--- config.mk ---
export PLATFORM = sky130hd
export DESIGN_NAME = covariance_launcher
export DESIGN_NICKNAME = d
export VERILOG_FILES = /design/src/rtl/covariance_launcher.sv
export SDC_FILE = /design/constraint.sdc
export NUM_CORES = 1
export LEC_CHECK = 0
export ABC_AREA = 1
export CAP_MARGIN = 20
export CORE_AREA = 2 2 218 220
export DETAILED_ROUTE_END_ITERATION = 8
export DIE_AREA = 0 0 220 222
export GPL_ROUTABILITY_DRIVEN = 0
export GPL_TIMING_DRIVEN = 0
export PLACE_DENSITY = 0.87
export SYNTH_ARGS = -nofsm -noshare
export SYNTH_HDL_FRONTEND = slang
export SYNTH_SLANG_ARGS = --single-unit
--- constraint.sdc ---
create_clock -name clock -period 5 [get_ports clock]
set_input_delay 0.5 -clock clock [delete_from_list [all_inputs] [get_ports clock]]
set_output_delay 0.5 -clock clock [all_outputs]
set_load 0.05 [all_outputs]
--- src/rtl/covariance_launcher.sv ---
// covariance_launcher
//   Upstream call sequencer for the covariance HLS component. Host jobs
//   (data pointer, cov pointer) are queued in a small FIFO, then issued one
//   at a time over the component's start/busy call interface. Each return
//   on the done/stall interface produces one tagged completion record.
//
// Ports
//   clock, resetn            clock, async active-low reset
//   job_valid/ready, job_*   host job offer (ready = queue not full)
//   comp_start/busy          call interface (valid / stall)
//   comp_data, comp_cov      call arguments, held stable while launching
//   comp_done/stall          return interface (valid / stall)
//   cpl_valid/ready          single-entry completion record handshake
//   cpl_tag, cpl_cycles      wrapping job sequence number, call latency
//   idle                     nothing queued, running or pending
//
// Build option
//   COV_LAUNCH_PERF_EN : when defined, a saturating cycle counter measures
//   each call from accept to return and reports it on cpl_cycles; when
//   undefined the counter is omitted and cpl_cycles reads 0.
module covariance_launcher #(
  parameter int FIFO_DEPTH = 4,
  parameter int TAG_W      = 4,
  parameter int CYC_W      = 32
) (
  input  logic             clock,
  input  logic             resetn,
  input  logic             job_valid,
  output logic             job_ready,
  input  logic [63:0]      job_data_ptr,
  input  logic [63:0]      job_cov_ptr,
  output logic             comp_start,
  input  logic             comp_busy,
  output logic [63:0]      comp_data,
  output logic [63:0]      comp_cov,
  input  logic             comp_done,
  output logic             comp_stall,
  output logic             cpl_valid,
  input  logic             cpl_ready,
  output logic [TAG_W-1:0] cpl_tag,
  output logic [CYC_W-1:0] cpl_cycles,
  output logic             idle
);
  localparam int AW = $clog2(FIFO_DEPTH);

  typedef enum logic [1:0] {S_IDLE, S_LAUNCH, S_RUN} state_e;

  // Reset tree: asserts asynchronously, releases on the first clock edge.
  // Its output also gates job_ready so the host sees ready one cycle after
  // resetn deasserts.
  logic rst_n_q;
  always_ff @(posedge clock or negedge resetn) begin
    if (!resetn) rst_n_q <= 1'b0;
    else         rst_n_q <= 1'b1;
  end

  state_e            state_q, state_d;
  logic [AW:0]       wr_ptr_q, rd_ptr_q;
  logic [63:0]       fifo_data_q [FIFO_DEPTH];
  logic [63:0]       fifo_cov_q  [FIFO_DEPTH];
  logic [63:0]       comp_data_q, comp_cov_q;
  logic [TAG_W-1:0]  tag_cnt_q, cur_tag_q, cpl_tag_q;
  logic              cpl_valid_q;
  logic              full, empty, push, pop;
  logic              accept_call, accept_ret;

  // Extra pointer bit distinguishes full from empty.
  assign empty = (wr_ptr_q == rd_ptr_q);
  assign full  = (wr_ptr_q[AW] != rd_ptr_q[AW]) &&
                 (wr_ptr_q[AW-1:0] == rd_ptr_q[AW-1:0]);

  assign job_ready = rst_n_q && !full;
  assign push      = job_valid && job_ready;
  assign pop       = (state_q == S_IDLE) && !empty;

  always_ff @(posedge clock) begin
    if (push) begin
      fifo_data_q[wr_ptr_q[AW-1:0]] <= job_data_ptr;
      fifo_cov_q[wr_ptr_q[AW-1:0]]  <= job_cov_ptr;
    end
  end

  always_comb begin
    state_d     = state_q;
    comp_start  = 1'b0;
    comp_stall  = 1'b1;
    accept_call = 1'b0;
    accept_ret  = 1'b0;
    case (state_q)
      S_IDLE: if (!empty) state_d = S_LAUNCH;
      S_LAUNCH: begin
        comp_start = 1'b1;
        if (!comp_busy) begin
          accept_call = 1'b1;
          state_d     = S_RUN;
        end
      end
      S_RUN: begin
        // Only back-pressure the return while an undrained record is held.
        comp_stall = cpl_valid_q && !cpl_ready;
        if (comp_done && !comp_stall) begin
          accept_ret = 1'b1;
          state_d    = S_IDLE;
        end
      end
      default: state_d = S_IDLE;
    endcase
  end

  always_ff @(posedge clock or negedge rst_n_q) begin
    if (!rst_n_q) begin
      state_q     <= S_IDLE;
      wr_ptr_q    <= '0;
      rd_ptr_q    <= '0;
      comp_data_q <= '0;
      comp_cov_q  <= '0;
      tag_cnt_q   <= '0;
      cur_tag_q   <= '0;
      cpl_tag_q   <= '0;
      cpl_valid_q <= 1'b0;
    end else begin
      state_q <= state_d;
      if (push) wr_ptr_q <= wr_ptr_q + 1'b1;
      if (pop) begin
        rd_ptr_q    <= rd_ptr_q + 1'b1;
        comp_data_q <= fifo_data_q[rd_ptr_q[AW-1:0]];
        comp_cov_q  <= fifo_cov_q[rd_ptr_q[AW-1:0]];
        cur_tag_q   <= tag_cnt_q;
        tag_cnt_q   <= tag_cnt_q + 1'b1;
      end
      // A new return wins over a same-cycle drain, so valid stays high.
      if (accept_ret) begin
        cpl_valid_q <= 1'b1;
        cpl_tag_q   <= cur_tag_q;
      end else if (cpl_valid_q && cpl_ready) begin
        cpl_valid_q <= 1'b0;
      end
    end
  end

`ifdef COV_LAUNCH_PERF_EN
  logic [CYC_W-1:0] cyc_q, cyc_inc, cpl_cycles_q;
  assign cyc_inc = (&cyc_q) ? cyc_q : cyc_q + 1'b1;

  // Counter is 0 on the first RUN cycle, so a return one cycle after
  // accept reports 1.
  always_ff @(posedge clock or negedge rst_n_q) begin
    if (!rst_n_q) begin
      cyc_q        <= '0;
      cpl_cycles_q <= '0;
    end else begin
      if (accept_call)              cyc_q <= '0;
      else if (state_q == S_RUN)    cyc_q <= cyc_inc;
      if (accept_ret) cpl_cycles_q <= cyc_inc;
    end
  end
  assign cpl_cycles = cpl_cycles_q;
`else
  assign cpl_cycles = '0;
`endif

  assign comp_data = comp_data_q;
  assign comp_cov  = comp_cov_q;
  assign cpl_valid = cpl_valid_q;
  assign cpl_tag   = cpl_tag_q;
  assign idle      = (state_q == S_IDLE) && empty && !cpl_valid_q;

endmodule

==> results of run 1 <==
-- report_power, final --
part           switching (W)  total (W)  internal [W]
Combinational        0.00670    0.00947       0.00278
Sequential          0.000515    0.00756       0.00705
Clock                0.00203    0.00490       0.00287
Total                0.00925     0.0219        0.0127
-- routing by layer --
layer | wire length, um | track usage
met5 | 23 | 0
met4 | 2890 | 0.120
met3 | 6690 | 0.0523
met2 | 34900 | 0.484
met1 | 24800 | 0.352
-- final cells by class --
type	count	area [sq um]
Antenna cell	2	5.00
Buffer	163	863
Clock buffer	80	1700
Clock inverter	36	438
Fill cell	2984	14200
Inverter	18	70.1
Multi-Input combinational cell	1402	5910
Sequential cell	662	19100
Tap cell	607	759
Timing Repair Buffer	293	3190
-- cell usage in the layout (no fill, tap or decap), drive strengths merged --
cell / count
buf: 124
nand3: 142
nand4: 3
diode: 2
clkdlybuf4s50: 270
xor2: 3
nor3b: 1
nand3b: 2
bufinv: 9
edfxtp: 512
dlygate4sd3: 1
nand2: 430
clkinvlp: 4
ha: 6
nor2: 519
clkinv: 19
conb: 33
xnor2: 2
clkbuf: 141
dfrtp: 150
o21ai: 260
inv: 22
a22o: 1
-- per-stage QoR --
stage                     utilization  setup slack [ns]  std cells  total power, W
after floorplan                     -             0.363       2245          0.0135
after global placement          0.636             -1.74       3122          0.0165
after detailed placement        0.647              1.34       3144          0.0169
after CTS                       0.693              1.06       3261          0.0219
after global routing            0.693              1.02       3263          0.0229
final                           0.693              1.10       3263          0.0219
-- synthesized netlist by cell type (2+ instances only) --
library cell	instances
sky130_fd_sc_hd__nand2_2	2
sky130_fd_sc_hd__nand2_1	428
sky130_fd_sc_hd__xor2_1	3
sky130_fd_sc_hd__conb_1	2
sky130_fd_sc_hd__nor2_1	518
sky130_fd_sc_hd__edfxtp_1	512
sky130_fd_sc_hd__buf_6	4
sky130_fd_sc_hd__buf_4	43
sky130_fd_sc_hd__inv_1	17
sky130_fd_sc_hd__nand3_1	142
sky130_fd_sc_hd__xnor2_1	2
sky130_fd_sc_hd__ha_1	6
sky130_fd_sc_hd__dfrtp_1	150
sky130_fd_sc_hd__clkbuf_1	61
sky130_fd_sc_hd__o21ai_0	260
sky130_fd_sc_hd__nand4_1	3
sky130_fd_sc_hd__buf_2	48
sky130_fd_sc_hd__buf_1	7
-- worst max-delay path, cell delays in order, from the launching register on --
cell	delay, ns
sky130_fd_sc_hd__dfrtp_1	0.39
sky130_fd_sc_hd__buf_6	0.14
sky130_fd_sc_hd__inv_4	0.09
sky130_fd_sc_hd__buf_6	0.15
sky130_fd_sc_hd__nand2_1	0.07
sky130_fd_sc_hd__nand2_2	0.07
sky130_fd_sc_hd__nand3b_2	0.25
sky130_fd_sc_hd__buf_4	0.34
sky130_fd_sc_hd__buf_6	0.19
sky130_fd_sc_hd__nor3b_1	0.23
sky130_fd_sc_hd__clkdlybuf4s50_1	0.84
-- state kept, by name, summed over array words and instances, names as in the netlist --
register / cells
fifo_data_q: 256
rd_ptr_q: 3
cpl_tag: 4
wr_ptr_q: 3
rst_n_q: 1
comp_data: 64
cur_tag_q: 4
state_q: 2
tag_cnt_q: 4
fifo_cov_q: 256
comp_cov: 64
cpl_valid: 1
-- logic make-up after synthesis --
logic type,count (synthesis),share of synthesized area
other cells,2,0.000291
flops,662,0.741
buf+inv,181,0.0361
xor+xnor,5,0.00170
fa+ha+maj,6,0.00291
simple gates,1097,0.167
compound gates,261,0.0507
-- repair_timing --
action / in CTS / in global routing
setup buffers: 0 / 0
gates resized for setup: 0 / 0
endpoints found under the hold margin: 1 / 0
hold buffers: 1 / 0
-- worst min path at each step --
stage	startpoint	to	depth (start not counted)
5_1_grt	rst_n_q$_DFF_PN0_	comp_data[39]$_DFFE_PN0P_	0
3_3_place_gp	comp_data[39]$_DFFE_PN0P_	comp_data[39]$_DFFE_PN0P_	2
3_5_place_dp	rst_n_q$_DFF_PN0_	comp_data[35]$_DFFE_PN0P_	0
6_report	rst_n_q$_DFF_PN0_	comp_data[35]$_DFFE_PN0P_	0
4_1_cts	rst_n_q$_DFF_PN0_	comp_data[35]$_DFFE_PN0P_	0
2_1_floorplan	resetn	rst_n_q$_DFF_PN0_	0
==> summary.txt, run 1 <==
========================================================================================
Critical Path End                                                                   idle
Share of the yosys chip area belonging to registers                                0.741
Std-Cell Rows                                                                         79
Async set or reset register ratio after synthesis                                  0.227
Grt total ovfl                                                                         0
R2r worst-path depth                                                                   6
Hold Crit Class                                                             reg -> async
Number of enable flip-flop cells after synthesis                                     512
TritonCTS clock tree                                                               built
Drt drc                                                                                0
Yosys reg bits                                                                       662
Critical path data required time                                                 4.50 ns
Vias in the first global route                                                     18900
Area leader, netlist                                                        sky130_fd_sc_hd__edfxtp_1
Clock-pin transition on the worst setup and hold timing paths                    0.06 ns
HPWL after DPL                                                                  44400 um
Worst Setup SP                                                              rd_ptr_q[0]$_DFFE_PN0P_
Status                                                                      finished, final reports clean
Minimum clock period after layout                                                3.90 ns
Maximum Capacitance Violations                                                         0
Post-layout net count                                                               2741
Critical register-to-register path startpoint                               rst_n_q$_DFF_PN0_
Layout cell share with drive strength beyond 1                                    0.0863
Total of warnings raised by yosys                                                      0
Number of CTS-inserted buffers                                                        61
Core Area                                                                    46300 sq um
Effective utilization at floorplan                                                 0.558
Initial DRT Pass Iterations                                                            8
Setup crit start kind                                                          flip-flop
Sinks on the clock net                                                               662
Count of endpoints failing hold in the final timing report                             0
Antenna violations before repair                                                       4
Post-detailed-route via-to-cell ratio                                               5.73
Library cell used as clock root buffer                                      sky130_fd_sc_hd__clkbuf_16
Count of routing violations after the opening detailed-route iteration              2402
Portion of the clock cycle consumed by the worst path in the final layout          0.780
Largest net degree at the start of global routing                                     48
RSZ-0062 raised after global routing                                                  no
Slew @ Worst Pin                                                                0.993 ns
Die Span X                                                                        220 um
Maximum VDD drop                                                                0.533 mV
PwrDens                                                                      684 nW/um^2
Gate count of the mapped netlist                                                    2214
Post-Route WL                                                                   69400 um
Clock latency at the later pin of the worst-skew pair                            0.63 ns
Residual antenna-violating net count after detailed routing                            0
Area Growth Syn to Fin                                                             24.2%
Area of the die                                                              48800 sq um
Worst hold slack across all endpoints                                           0.305 ns
Final setup violation count                                                            0
Mean routed wirelength per cell                                                  21.3 um
Pins over their slew limit                                                             0
Total routing usage reported by global routing                                     0.282
Largest cells by area after synthesis                                       sky130_fd_sc_hd__edfxtp_1, sky130_fd_sc_hd__dfrtp_1, sky130_fd_sc_hd__nor2_1
Post-place instance area                                                     29900 sq um
Number of buffers between clock root and the deepest sink                              3
Top_reg_cell synth                                                          sky130_fd_sc_hd__edfxtp_1
R2r endpoint                                                                fifo_cov_q[1][59]$_DFFE_PP_
H-tree depth                                                                           2
CP arrival                                                                       3.40 ns
Max Fanout on Critical Path                                                           10
Number of ports placed on the die boundary                                           303
Mapped Area                                                                  25800 sq um
Top cell type's share of synthesized area                                          0.595
Global-route wire length before repair                                         104000 um
Max Freq                                                                         256 MHz
Die outline height                                                                222 um
Static Leak                                                                      12.6 nW
Setup Skew                                                                     0.0174 ns
Setup TNS                                                                           0 ns
Max-slew headroom                                                                  0.337
Reg-to-reg setup timing slack                                                    1.36 ns
Post-route standard cell area excluding fillers                              32100 sq um
Port Buffer Count                                                                    270
Endpoint kind of the worst setup timing path                                 output port
Yosys cell types                                                                      24
Synthesized area per cell                                                     11.7 sq um
Number of vias in the routed layout                                                18700
Critical path start-end classification                                        reg -> out
========================================================================================
No activity file was read; power rests on OpenSTA's default activity.
==> run 2, diff against run 1 <==
==> constraint.sdc (replaced) <==
create_clock -name clock -period 3.65 [get_ports clock]
set_input_delay 0.365 -clock clock [delete_from_list [all_inputs] [get_ports clock]]
set_output_delay 0.365 -clock clock [all_outputs]
set_load 0.05 [all_outputs]
==> run 2 against run 1 <==
  * Clock power increased by 40%
  * Sequential share of layout area is 0.33 points lower
  * Non-clock buffer count rose by 8
  * Sequential cell count stayed put
  * Critical path type unchanged
  * Cell area is 0.56% higher
  * Global-route usage is 0.15 points higher
  * First-iteration DRC count fell by 6.7%
  * Worst hold slack worse by 0.030 ns
  * Count of clock-buffer cells in the layout is 17 higher
  * Combinational power rose by 37%
  * Setup slack worse by 0.88 ns
  * Register-to-register slack worse by 0.92 ns
==> summary.txt, run 2 (synthesis gave the netlist of run 1 again) <==
========================================================================================
Critical register-to-register path startpoint                               rst_n_q$_DFF_PN0_
Max-slew headroom                                                                  0.427
Worst Setup SP                                                              rd_ptr_q[0]$_DFFE_PN0P_
Area Growth Syn to Fin                                                             24.9%
Clock-pin transition on the worst setup and hold timing paths                    0.06 ns
Vias in the first global route                                                     18900
Die Span X                                                                        220 um
Sinks on the clock net                                                               662
Portion of the clock cycle consumed by the worst path in the final layout          0.939
Std-Cell Rows                                                                         79
Met2 global-route usage                                                            0.480
Number of buffers between clock root and the deepest sink                              3
Largest stage delay, worst path                                                  0.55 ns
Overall power                                                                   0.0302 W
Slew @ Worst Pin                                                                0.859 ns
HPWL after DPL                                                                  44300 um
Mean routed wirelength per cell                                                  21.1 um
Layout cell share with drive strength beyond 1                                    0.0865
Max Freq                                                                         292 MHz
Post-place instance area                                                     30000 sq um
Die outline height                                                                222 um
Number of filler instances in the final layout                                      2948
Number of vias in the routed layout                                                18600
Post-layout net count                                                               2757
Setup Skew                                                                     0.0242 ns
Count of routing violations after the opening detailed-route iteration              2240
Core Area                                                                    46300 sq um
Initial DRT Pass Iterations                                                            6
RSZ-0062 raised after global routing                                                  no
Status                                                                      finished, final reports clean
Minimum clock period after layout                                                3.43 ns
Cell family with most CP delay                                              buffers and inverters
Post-Route WL                                                                   69300 um
Hold Crit Class                                                             reg -> async
Largest net degree at the start of global routing                                     64
Critical path data required time                                                 3.28 ns
Max Fanout on Critical Path                                                           10
TritonCTS clock tree                                                               built
Port Buffer Count                                                                    270
Drt drc                                                                                0
Worst path bufs/invs                                                                   6
Critical path start-end classification                                        reg -> out
Final setup violation count                                                            0
Post-detailed-route via-to-cell ratio                                               5.68
Antenna violations before repair                                                       9
Number of CTS-inserted buffers                                                        67
Clock latency at the later pin of the worst-skew pair                            0.61 ns
Area taken by multi-input logic gates                                         5930 sq um
Area of the die                                                              48800 sq um
Residual antenna-violating net count after detailed routing                            0
Met3 Use GR                                                                       0.0634
Maximum VDD drop                                                                0.802 mV
Most common cell after layout, fill and taps aside                          sky130_fd_sc_hd__nor2_1
PwrDens                                                                      936 nW/um^2
Count of endpoints failing hold in the final timing report                             0
Post-place setup slack                                                         -0.304 ns
Leading cell types in the layout, fill and taps excluded                    sky130_fd_sc_hd__nor2_1, sky130_fd_sc_hd__edfxtp_1, sky130_fd_sc_hd__nand2_1, sky130_fd_sc_hd__clkdlybuf4s50_1, sky130_fd_sc_hd__o21ai_0
CP arrival                                                                       3.06 ns
Effective utilization at floorplan                                                 0.558
Cell occurring most often along the worst timing path                       sky130_fd_sc_hd__buf_6
Library cell used as clock root buffer                                      sky130_fd_sc_hd__clkbuf_16
Grt total ovfl                                                                         0
Global-route wire length before repair                                         105000 um
H-tree depth                                                                           3
Met1 track demand over resource in global routing                                  0.354
Fin util                                                                           0.697
Maximum Capacitance Violations                                                         0
Setup slack after layout                                                        0.221 ns
Number of ports placed on the die boundary                                           303
Post-route standard cell area excluding fillers                              32200 sq um
Top Usage Layer GRT                                                                 met2
Cell chain of the critical path                                             buf_6 -> inv_4 -> buf_6 -> nand2_1 -> nand2_2 -> nand3b_2 -> buf_4 -> buf_6 -> nor3b_1 -> dlygate4sd2_1
Slowest cell on the critical path                                           sky130_fd_sc_hd__dlygate4sd2_1
Static Leak                                                                      12.7 nW
Endpoint kind of the worst setup timing path                                 output port
Total routing usage reported by global routing                                     0.284
Pins over their slew limit                                                             0
Setup crit start kind                                                          flip-flop
Sequential cell area in the final layout                                     19100 sq um
========================================================================================
==> run 2: path summary, 6_finish.rpt <==
check	slack, ns	end	depth (start not counted)
worst max-delay path	0.22	idle	10
worst min-delay path	0.28	comp_data[3]$_DFFE_PN0P_	0
worst max register to register	0.44	fifo_cov_q[2][41]$_DFFE_PP_	7
worst min register to register	0.28	comp_data[3]$_DFFE_PN0P_	0
max in group asynchronous	2.40	comp_cov[40]$_DFFE_PN0P_	2
min in group clock	0.40	fifo_cov_q[2][32]$_DFFE_PP_	1
==> run 2: repair_timing <==
action | CTS | global route
cloned | 2 | 0
pin swaps | 3 | 0
setup buffers | 6 | 1
hold buffers | 1 | 0
endpoints found under the setup margin | 153 | 29
resized for setup | 2 | 0
endpoints found under the hold margin | 1 | 0
==> run 2: final cells by class <==
type | count | area share
Antenna cell | 2 | 0.000155
Buffer | 163 | 0.0268
Clock buffer | 97 | 0.0591
Clock inverter | 25 | 0.00885
Inverter | 18 | 0.00217
Multi-Input combinational cell | 1404 | 0.184
Sequential cell | 662 | 0.593
Tap cell | 607 | 0.0236
Timing Repair Buffer | 301 | 0.102
==> run 2: metal layers <==
metal | share of wire | wire length (um)
met5 | 0.00095 | 66
met2 | 0.50 | 34600
met3 | 0.11 | 7360
met1 | 0.36 | 24800
met4 | 0.035 | 2390
==> run 2: through the flow <==
step	setup TNS [ns]	std cells	hold WS, ns
floorplan	-468.19	2245	0.0694
global placement	-1489.14	3122	0.455
detailed placement	-20.04	3145	0.368
CTS	0	3276	0.365
global route	0	3277	0.314
finish	0	3279	0.276
==> run 2: report_power, final <==
part / internal, W / switching (W)
sequential: 0.00966 / 0.000716
clock: 0.00406 / 0.00278
combinational: 0.00385 / 0.00912
